===== src/rtl/esm_config_rx_if.sv =====
// AXI-Stream slave-side bundle for the ESM configuration receiver.
// The producer drives valid/data/last; the receiver drives ready.
interface esm_config_rx_if #(
  parameter int DATA_WIDTH = 32
);
  logic                  S_axis_ready;
  logic                  S_axis_valid;
  logic [DATA_WIDTH-1:0] S_axis_data;
  logic                  S_axis_last;

  modport master (
    input  S_axis_ready,
    output S_axis_valid,
    output S_axis_data,
    output S_axis_last
  );

  modport slave (
    output S_axis_ready,
    input  S_axis_valid,
    input  S_axis_data,
    input  S_axis_last
  );
endinterface


===== src/rtl/esm_config_rx.sv =====
// Framed configuration receiver: decodes control messages into global enables/reset
// and forwards every other module's payload words on Module_config.
module esm_config_rx #(
  parameter int          AXI_DATA_WIDTH    = 32,
  parameter logic [31:0] MAGIC_NUM         = 32'h45534D43,
  parameter logic [7:0]  CONTROL_MODULE_ID = 8'h00
) (
  input  logic                S_axis_clk,
  input  logic                S_axis_resetn,
  esm_config_rx_if.slave      s_axis,
  output logic                Rst_out,
  output logic                Enable_status,
  output logic [1:0]          Enable_chan,
  output logic [1:0]          Enable_pdw,
  output logic [66:0]         Module_config
);

  typedef enum logic [1:0] {
    ST_HEADER  = 2'd0,
    ST_PAYLOAD = 2'd1,
    ST_DISCARD = 2'd2
  } state_e;

  state_e                    state_q, state_d;
  logic [1:0]                widx_q, widx_d;
  logic                      pfirst_q, pfirst_d;
  logic [31:0]               hdr_q, hdr_d;
  logic                      ready_q;
  logic                      rst_q, rst_d;
  logic                      stat_q, stat_d;
  logic [1:0]                chan_q, chan_d;
  logic [1:0]                pdw_q, pdw_d;
  logic [66:0]               mc_q, mc_d;

  logic [AXI_DATA_WIDTH-1:0] data_s;
  logic                      xfer_s;
  logic                      last_s;

  assign data_s = s_axis.S_axis_data;
  assign last_s = s_axis.S_axis_last;
  assign xfer_s = s_axis.S_axis_valid & ready_q;

  // State and output registers; every output returns to its reset value asynchronously.
  always_ff @(posedge S_axis_clk or negedge S_axis_resetn) begin
    if (!S_axis_resetn) begin
      state_q  <= ST_HEADER;
      widx_q   <= 2'd0;
      pfirst_q <= 1'b0;
      hdr_q    <= 32'd0;
      ready_q  <= 1'b0;
      rst_q    <= 1'b1;
      stat_q   <= 1'b0;
      chan_q   <= 2'd0;
      pdw_q    <= 2'd0;
      mc_q     <= 67'd0;
    end else begin
      state_q  <= state_d;
      widx_q   <= widx_d;
      pfirst_q <= pfirst_d;
      hdr_q    <= hdr_d;
      ready_q  <= 1'b1;
      rst_q    <= rst_d;
      stat_q   <= stat_d;
      chan_q   <= chan_d;
      pdw_q    <= pdw_d;
      mc_q     <= mc_d;
    end
  end

  // Next-state: walk header words, then payload; a bad magic discards through last.
  always_comb begin
    state_d  = state_q;
    widx_d   = widx_q;
    pfirst_d = pfirst_q;
    hdr_d    = hdr_q;
    case (state_q)
      ST_HEADER: begin
        if (xfer_s) begin
          if (widx_q == 2'd2) begin
            hdr_d = data_s;
          end else begin
            hdr_d = hdr_q;
          end
          if (last_s) begin
            state_d = ST_HEADER;
            widx_d  = 2'd0;
          end else if ((widx_q == 2'd0) && (data_s != MAGIC_NUM)) begin
            state_d = ST_DISCARD;
            widx_d  = 2'd0;
          end else if (widx_q == 2'd3) begin
            state_d  = ST_PAYLOAD;
            widx_d   = 2'd0;
            pfirst_d = 1'b1;
          end else begin
            widx_d = widx_q + 2'd1;
          end
        end else begin
          state_d = ST_HEADER;
        end
      end
      ST_PAYLOAD: begin
        if (xfer_s) begin
          pfirst_d = 1'b0;
          if (last_s) begin
            state_d = ST_HEADER;
          end else begin
            state_d = ST_PAYLOAD;
          end
        end else begin
          state_d = ST_PAYLOAD;
        end
      end
      ST_DISCARD: begin
        if (xfer_s && last_s) begin
          state_d = ST_HEADER;
        end else begin
          state_d = ST_DISCARD;
        end
      end
      default: begin
        state_d = ST_HEADER;
        widx_d  = 2'd0;
      end
    endcase
  end

  // Outputs: control decode on payload word 0, otherwise forward each payload word.
  always_comb begin
    rst_d  = rst_q;
    stat_d = stat_q;
    chan_d = chan_q;
    pdw_d  = pdw_q;
    mc_d   = {1'b0, mc_q[65:0]};
    case (state_q)
      ST_PAYLOAD: begin
        if (xfer_s) begin
          if (hdr_q[31:24] == CONTROL_MODULE_ID) begin
            if ((hdr_q[23:16] == 8'h00) && pfirst_q) begin
              rst_d  = data_s[24];
              pdw_d  = data_s[17:16];
              chan_d = data_s[9:8];
              stat_d = data_s[0];
            end else begin
              rst_d = rst_q;
            end
          end else begin
            mc_d = {1'b1, pfirst_q, last_s, hdr_q, data_s};
          end
        end else begin
          mc_d = {1'b0, mc_q[65:0]};
        end
      end
      default: begin
        mc_d = {1'b0, mc_q[65:0]};
      end
    endcase
  end

  assign s_axis.S_axis_ready = ready_q;
  assign Rst_out             = rst_q;
  assign Enable_status       = stat_q;
  assign Enable_chan         = chan_q;
  assign Enable_pdw          = pdw_q;
  assign Module_config       = mc_q;

endmodule


===== src/flat_wrapper.sv =====
// flat-port wrapper written by rule: the top's interface ports become plain ports
module esm_config_rx_flat 
#(
  parameter int          AXI_DATA_WIDTH    = 32,
  parameter logic [31:0] MAGIC_NUM         = 32'h45534D43,
  parameter logic [7:0]  CONTROL_MODULE_ID = 8'h00
)
  (S_axis_clk, S_axis_resetn, Rst_out, Enable_status, Enable_chan, Enable_pdw, Module_config, s_axis_S_axis_ready, s_axis_S_axis_valid, s_axis_S_axis_data, s_axis_S_axis_last);
  esm_config_rx_if #(.DATA_WIDTH(32)) s_axis_i ();
  input  logic S_axis_clk;
  input  logic S_axis_resetn;
  output logic Rst_out;
  output logic Enable_status;
  output logic [1:0] Enable_chan;
  output logic [1:0] Enable_pdw;
  output logic [66:0] Module_config;
  output wire logic [$bits(s_axis_i.S_axis_ready)-1:0] s_axis_S_axis_ready;
  input wire logic [$bits(s_axis_i.S_axis_valid)-1:0] s_axis_S_axis_valid;
  input wire logic [$bits(s_axis_i.S_axis_data)-1:0] s_axis_S_axis_data;
  input wire logic [$bits(s_axis_i.S_axis_last)-1:0] s_axis_S_axis_last;
  assign s_axis_S_axis_ready = s_axis_i.S_axis_ready;
  assign s_axis_i.S_axis_valid = s_axis_S_axis_valid;
  assign s_axis_i.S_axis_data = s_axis_S_axis_data;
  assign s_axis_i.S_axis_last = s_axis_S_axis_last;
  esm_config_rx #(.AXI_DATA_WIDTH(AXI_DATA_WIDTH), .MAGIC_NUM(MAGIC_NUM), .CONTROL_MODULE_ID(CONTROL_MODULE_ID)) u_core (.S_axis_clk(S_axis_clk), .S_axis_resetn(S_axis_resetn), .s_axis(s_axis_i), .Rst_out(Rst_out), .Enable_status(Enable_status), .Enable_chan(Enable_chan), .Enable_pdw(Enable_pdw), .Module_config(Module_config));
endmodule

===== config.mk =====
export PLATFORM = sky130hd
export DESIGN_NAME = esm_config_rx_flat
export DESIGN_NICKNAME = d
export VERILOG_FILES = /design/src/rtl/esm_config_rx_if.sv /design/src/rtl/esm_config_rx.sv /design/src/flat_wrapper.sv
export SDC_FILE = /design/constraint.sdc
export NUM_CORES = 1
export LEC_CHECK = 0
export BUFFER_PORTS_ARGS = -buffer_cell sky130_fd_sc_hd__clkbuf_2
export CAP_MARGIN = 5
export CORE_ASPECT_RATIO = 0.9
export CORE_MARGIN = 4
export CORE_UTILIZATION = 48
export CTS_CLUSTER_SIZE = 40
export DETAILED_ROUTE_END_ITERATION = 8
export PLACE_DENSITY = 0.72
export RECOVER_POWER = 100
export SYNTH_ARGS = -nofsm -noshare
export SYNTH_HDL_FRONTEND = slang
export SYNTH_SLANG_ARGS = --single-unit

===== constraint.sdc =====
create_clock -name S_axis_clk -period 1.84 [get_ports S_axis_clk]
set_clock_uncertainty 0.1 [all_clocks]
set_input_delay 0.276 -clock S_axis_clk [delete_from_list [all_inputs] [get_ports S_axis_clk]]
set_output_delay 0.276 -clock S_axis_clk [all_outputs]
set_load 0.1 [all_outputs]

==> impl_metrics.tcl, run 1 <==
set metrics [dict create \
    status "finished, violations left" \
    violations "setup timing" \
    async_reset_ff_share_pct 100.0 \
    p_switching_mw 0.9797 \
    rsz0062_at_grt "true" \
    synth_fp_nets 328 \
    grt_pass1_vias 2968 \
    yosys.area.top_type_share_pct 62.13 \
    cts_buffers 9 \
    worstPathRequired_ps 2000 \
    final_common_cell "clkbuf_2" \
    synth_edf_count 0 \
    drtAntennaViolNets 0 \
    p_leak_nw 3.193 \
    rows 32 \
    drc_errors 0 \
    fin_crit_ps 1884 \
    die_y_um 99.15 \
    gr-total-overflow 0 \
    slowest_delay_ps 400 \
    clockBufferDepth 2 \
    synth-seq-cells 111 \
    yosys.cell_types.count 31 \
    drive_above_1_share_pct 64.53 \
    syn_avg_cell_area_um2 15.55 \
    ir_drop_mv 0.3445 \
    grt_pass1_wl_um 15730 \
    gp_congestion 0.7825 \
    whs_path_depth 2 \
    yosys-top-cells-area "dfrtp_1 62%, mux2_2 26%, ha_1 2.0%, buf_2 0.79%, nor4_1 0.71%" \
    synth-compound-area-share_pct 2.655 \
    tightest_slew_ps 730.9 \
    syn_area_mm2 0.004430 \
    cp-end-kind "flip-flop" \
    crit_chain "inv_2 -> ha_4 -> nand3_4 -> buf_6 -> a21oi_4 -> buf_12 -> clkbuf_16 -> mux2_2" \
    max_slew_margin_pct 51.27 \
    slowest_stage "dfrtp_1" \
    hold_start "s_axis_S_axis_data[20]" \
    core-area_mm2 0.008768 \
    drt_wl_total_um 10300 \
    clk_latency_ps 360 \
    yosysTopAreaCell "dfrtp_1" \
    cts_tree "yes" \
    worst_r2r_endpoint "u_core.Module_config[59]" \
    regArea_mm2 0.002784 \
    worstSetupStartpointType "flip-flop" \
    syn_to_final_growth_pct 34.65 \
    dieArea_mm2 0.01083 \
    final_core_util_pct 68.04 \
    clockRootBuffer "clkbuf_8" \
    combPwrFrac_pct 6.3 \
    die_w_um 109.3 \
    mostFrequentLayoutCells "109 x clkbuf_2, 108 x dfrtp_1, 60 x mux2_2" \
    period_share_pct 102.4 \
    power.share.clock_pct 32.8 \
    ios 110 \
    regToRegStartpoint "u_core.state_q[1]" \
    ys.flop_type "dfrtp_1" \
    viasPerCell 5.234 \
    cts_sinks 111 \
    synth-seq-area-share_pct 62.72 \
    setup_ws_ps -44.29 \
    synth_top_family_by_area "multiplexers" \
    cp_max_fo 13 \
    multi_input_comb_area_mm2 0.001856 \
    yosys_warnings 0 \
    hp-class "input pin to flip-flop" \
    fill_cells 613 \
    finalHoldViolations 0 \
    internal_power_mw 3.049 \
    fmax_mhz 530.7 \
    grt.total_usage_pct 18.91 \
    h-tree-depth 3 \
    dpl.hpwl_um 6907 \
    setup_viol 42 \
    max_cap_viol_count 0 \
    worst-r2r-setup-slack_ps -40 \
    wl_per_cell_um 18.53 \
    synth-xor-area-share_pct 0 \
    criticalPathCategory "flip-flop to flip-flop" \
    drv_slew 0 \
    start_util_pct 50.53 \
    hold_slack_ps 69.31 \
    rr_worst_depth 8 \
    synth-simple-area-share_pct 4.575 \
    insertedDiodeCount 0 \
    fin_nets 476 \
    synth_cells 285 \
    powerDensity_mw_per_mm2 675.2 \
    p_seq_share_pct 60.8 \
    antenna_found_initial 0 \
    num_vias 2910 \
    synth_adder_area_share_pct 1.977 \
    hold_end "u_core.Module_config[20]" \
    io_buffer_count 109 \
    arrival_ps 2040 \
    first_pass_iters 7 \
    swShare_pct 24.32 \
    grt_max_degree 33 \
    drt_iter0_drc 86 \
    path_clk_slew_ps 110 \
    synth_mux_area_share_pct 26.43 \
]
## cell usage after synthesis, drive strengths merged (2+ instances only)
cell type / n
nor4: 5
dfrtp: 110
inv: 6
buf: 7
nand2: 7
nand4b: 2
nor4b: 3
nand2b: 2
ha: 7
clkbuf: 3
nand4: 3
mux2: 104
nor2: 5
a21oi: 4
a31oi: 2
## what timing repair did
item / 4_1_cts / 5_1_grt
resized for setup: 15 / 51
pin swaps: 1 / 6
hold buffers: 1 / 0
setup endpoints to repair: 48 / 107
endpoints found under the hold margin: 25 / 0
cloned: 1 / 3
setup buffers: 3 / 0
## layer usage
metal / wire [µm] / up-vias / global-route usage [%]
met1: 4741 / 1493 / 27.23
met2: 4919 / 79 / 28.99
met4: 110 / 0 / 5.465
met5: 0 / - / 0
met3: 530 / 11 / 4.283
li1: - / 1327 / -
## worst max-delay path: cells and delay by family, from the launching register on
kind | cells | cell delay, ps
and+or+nand+nor | 1 | 80
adders and majority gates | 1 | 150
muxes | 1 | 340
AOI/OAI and AO/OA | 1 | 120
buffers and inverters | 4 | 570
DFF | 1 | 400
## sequential cells by signal, indices dropped and copies added (netlist names)
signal / cells
u_core.Enable_chan: 2
u_core.Enable_pdw: 2
u_core.Enable_status: 1
u_core.Module_config: 67
u_core.Rst_out: 1
u_core.hdr_q: 32
u_core.pfirst_q: 1
u_core.s_axis.S_axis_ready: 1
u_core.state_q: 2
u_core.widx_q: 2
## cell type report
class,count,area share (%)
clock buffers,10,2.139
multi-input cells,158,31.10
well taps,119,2.496
repair buffers,147,16.48
inverters,6,0.3775
flip-flops and latches,111,46.67
clock inverters,5,0.7341
## worst max-delay path by stage
stage | slack, ps | end | cells past startpoint | start
6_report | -40 | u_core.Module_config[59] | 8 | u_core.state_q[1]
5_1_grt | -110 | u_core.Enable_status | 8 | u_core.state_q[1]
4_1_cts | -20 | u_core.Module_config[22] | 8 | u_core.state_q[1]
3_5_place_dp | -230 | u_core.state_q[0] | 6 | s_axis_S_axis_data[25]
3_3_place_gp | -140 | u_core.state_q[0] | 6 | s_axis_S_axis_data[25]
2_1_floorplan | 9 | u_core.Enable_chan[0] | 5 | u_core.s_axis.S_axis_ready
## per-stage QoR
step                      area [µm²]  power (mW)  instances  TNS (ps)  worst slack (ps)
after floorplan                 4461       2.562        285         0             9.271
after global placement          5409       2.741        533     -1004            -135.4
after detailed placement        5409       2.748        533     -2724            -232.4
after CTS                       5724       4.079        553    -298.6            -24.95
after global routing            5966       4.223        556     -5038            -114.1
final                           5966       4.028        556    -959.5            -44.29
## cell families (layout without fill, tap and decap cells)
kind of cell / count (synthesis) / after routing
flip-flops: 111 / 111
multiplexers: 104 / 104
AND/OR/NAND/NOR: 32 / 32
buffers and inverters: 16 / 168
AO/OA/AOI/OAI: 14 / 14
adder cells (fa/ha/maj): 7 / 7
other: 1 / 1
## power groups by stage
stage | Sequential, mW | Combinational (mW) | Clock, mW
2_1_floorplan | 2.51 | 0.0538 | 0
3_3_place_gp | 2.50 | 0.244 | 0
3_5_place_dp | 2.50 | 0.251 | 0
4_1_cts | 2.45 | 0.257 | 1.37
5_1_grt | 2.45 | 0.284 | 1.49
6_report | 2.45 | 0.255 | 1.32
Power figures use the tool's default switching activity.
==> inputs of run 2 (changes only) <==
ABC_AREA = 1   (was default)
GPL_TIMING_DRIVEN = 0   (was default)
==> run 2 against run 1 <==
The run now ends clean. Hold slack got worse by 34 ps. Register-to-register slack improved by 130 ps. Via count rose by 28%. Cell area fell by 6.4%. Combinational power fell by 11%. Wire length rose by 12%. First-iteration DRC count rose to 2.9 times the previous value. Utilization fell by 7.1 points. Clock power rose by 34%. Non-clock buffer count fell by 12. Sequential share of layout area rose by 3.1 points. Largest power group unchanged.
==> impl_metrics.tcl, run 2 <==
set metrics [dict create \
    final_cells 751 \
    crit_end "u_core.Module_config[21]" \
    setup.worst_path.start "u_core.state_q[1]" \
    cts_tree "yes" \
    path_clk_slew_ps 100 \
    wl_per_cell_um 15.30 \
    grt_pass1_vias 3652 \
    regToRegStartpoint "u_core.state_q[1]" \
    synth_fp_nets 542 \
    ys_top_cells_by_count "157 x nand2_1, 110 x dfrtp_1, 66 x inv_1" \
    synth-seq-area-share_pct 61.07 \
    clk_latency_ps 370 \
    drive_above_1_share_pct 25.76 \
    start_util_pct 49.65 \
    worstPathRequired_ps 1980 \
    rr_worst_depth 9 \
    final_area_mm2 0.005582 \
    clockBufferDepth 2 \
    synth-seq-cells 111 \
    grt.total_usage_pct 21.04 \
    setup_ws_ps 81.54 \
    rows 33 \
    synth_edf_count 0 \
    p_leak_nw 3.054 \
    synth_cells 499 \
    yosys.area.top_type_share_pct 60.49 \
    powerDensity_mw_per_mm2 801.1 \
    fill_cells 845 \
    cp-end-kind "flip-flop" \
    cts_buffers 9 \
    ir_drop_mv 0.4413 \
    crit_path_frequent_cell "buf_6" \
    fin_nets 667 \
    worstSetupStartpointType "flip-flop" \
    worst_r2r_endpoint "u_core.Module_config[21]" \
    grt_pass1_wl_um 18840 \
    hp-class "input pin to flip-flop" \
    max_slew_margin_pct 33.73 \
    period_share_pct 95.57 \
    die_w_um 110.6 \
    synth.most_common_cell "nand2_1" \
    yosys.cell_types.count 23 \
    fmax_mhz 568.7 \
    die_y_um 100.4 \
    arrival_ps 1900 \
    first_pass_iters 6 \
    crit_chain "inv_1 -> ha_2 -> inv_2 -> nor3_4 -> inv_4 -> buf_6 -> buf_6 -> nand2_1 -> o21ai_0" \
    dpl_cell_area_mm2 0.005259 \
    dp_slack_ps -159.4 \
    gr-total-overflow 0 \
    mostFrequentLayoutCells "157 x nand2_1, 115 x clkbuf_2, 109 x dfrtp_1" \
    fin_crit_ps 1758 \
    num_vias 3726 \
    criticalPathCategory "flip-flop to flip-flop" \
    total_power_mw 4.471 \
    drv_slew 0 \
    slowest_stage "dfrtp_1" \
    worst-r2r-setup-slack_ps 80 \
    drt_iter0_drc 246 \
    tightest_slew_ps 994.1 \
    dpl.hpwl_um 8179 \
    async_reset_ff_share_pct 100.0 \
    drtAntennaViolNets 0 \
    yosysTopAreaCell "dfrtp_1" \
    drt_wl_total_um 11490 \
    max_cap_viol_count 0 \
    slowest_delay_ps 420 \
    finalHoldViolations 0 \
    grt_max_degree 112 \
    h-tree-depth 3 \
    clockRootBuffer "clkbuf_8" \
    syn_to_final_growth_pct 22.66 \
    setup_viol 0 \
    antenna_found_initial 0 \
    yosys_warnings 0 \
    dp.cells 730 \
    io_buffer_count 109 \
    cts_sinks 111 \
    dieArea_mm2 0.01110 \
    final_common_cell "nand2_1" \
    core-area_mm2 0.009166 \
    yosys-top-cells-area "dfrtp_1 60%, nand2_1 13%, o21ai_0 6.2%, inv_1 5.4%, o21ai_1 4.5%" \
    drc_errors 0 \
    ys.flop_type "dfrtp_1" \
    status "finished, final reports clean" \
    cp_max_fo 10 \
    syn_area_mm2 0.004551 \
    insertedDiodeCount 0 \
    ios 110 \
    syn_avg_cell_area_um2 9.119 \
    viasPerCell 4.961 \
    largest_reg_flops 67 \
    rsz0062_at_grt "true" \
    gp_congestion 0.8381 \
]
-- run 2: area by class of cell --
type                    instances  area (µm²)  share of cell area (%)
plain buffers                  21       170.2                   3.049
clock buffers                  10       137.6                   2.466
clock inverters                 6       115.1                   2.062
inverters                      68       257.7                   4.618
multi-input cells             299        1379                   24.70
flip-flops and latches        111        2780                   49.81
well taps                     122       152.6                   2.735
repair buffers                114       589.3                   10.56
-- run 2: worst min-delay path by stage --
stage / start / endpoint / slack [ps] / depth (start not counted)
3_3_place_gp: u_core.Module_config[10] / u_core.Module_config[10] / 350 / 2
2_1_floorplan: S_axis_resetn / u_core.Enable_chan[0] / -120 / 0
3_5_place_dp: S_axis_resetn / u_core.Module_config[3] / 360 / 1
5_1_grt: s_axis_S_axis_data[13] / u_core.hdr_q[13] / 40 / 3
4_1_cts: s_axis_S_axis_data[23] / u_core.hdr_q[23] / 30 / 3
6_report: s_axis_S_axis_data[23] / u_core.hdr_q[23] / 40 / 3
-- run 2: logic make-up (layout without fill, tap and decap cells) --
| kind of cell | Yosys count | after routing | synth area share [%] |
|---|---|---|---|
| adder cells (fa/ha/maj) | 7 | 7 | 1.925 |
| other | 1 | 1 | 0.08241 |
| AND/OR/NAND/NOR | 191 | 191 | 16.83 |
| AO/OA/AOI/OAI | 100 | 100 | 11.03 |
| buffers and inverters | 89 | 219 | 9.074 |
| flip-flops | 111 | 111 | 61.07 |
-- run 2: timing repair --
action | 4_1_cts | 5_1_grt
hold buffers | 1 | 0
resized for setup | 6 | 9
setup buffers | 0 | 3
cloned | 0 | 1
pin swaps | 0 | 2
endpoints found under the hold margin | 110 | 0
endpoints found under the setup margin | 37 | 80
-- run 2: per-layer routing --
metal | vias up | routed length (µm) | GRT usage (%)
met5 | - | 0 | 0
met4 | 0 | 35 | 2.841
met3 | 9 | 766 | 5.365
met2 | 133 | 5490 | 34.75
met1 | 1777 | 5201 | 29.21
li1 | 1807 | - | -
-- run 2: metrics by stage --
stage	TNS, ps	hold WS, ps	util [%]
finish	0	35.15	60.89
global route	-194.4	36.86	60.89
CTS	0	25.18	60.37
detailed placement	-3005	357.3	57.37
global placement	-124360	352.3	57.28
floorplan	0	-119.6	-
-- run 2: worst max-delay path: cells and delay by family, from the launching register on --
family                     cells  cell delay, ps
AOI/OAI and AO/OA              1              70
DFF                            1             420
buffers and inverters          5             570
and+or+nand+nor                2             250
adders and majority gates      1             240
-- run 2: power by group --
group          leakage [nW]  total, mW  internal, mW  switching (mW)
logic                  1.56      0.226        0.0648           0.162
registers              1.37       2.47          2.46          0.0163
clock network         0.123       1.77         0.949           0.824
total                  3.05       4.47          3.47            1.00
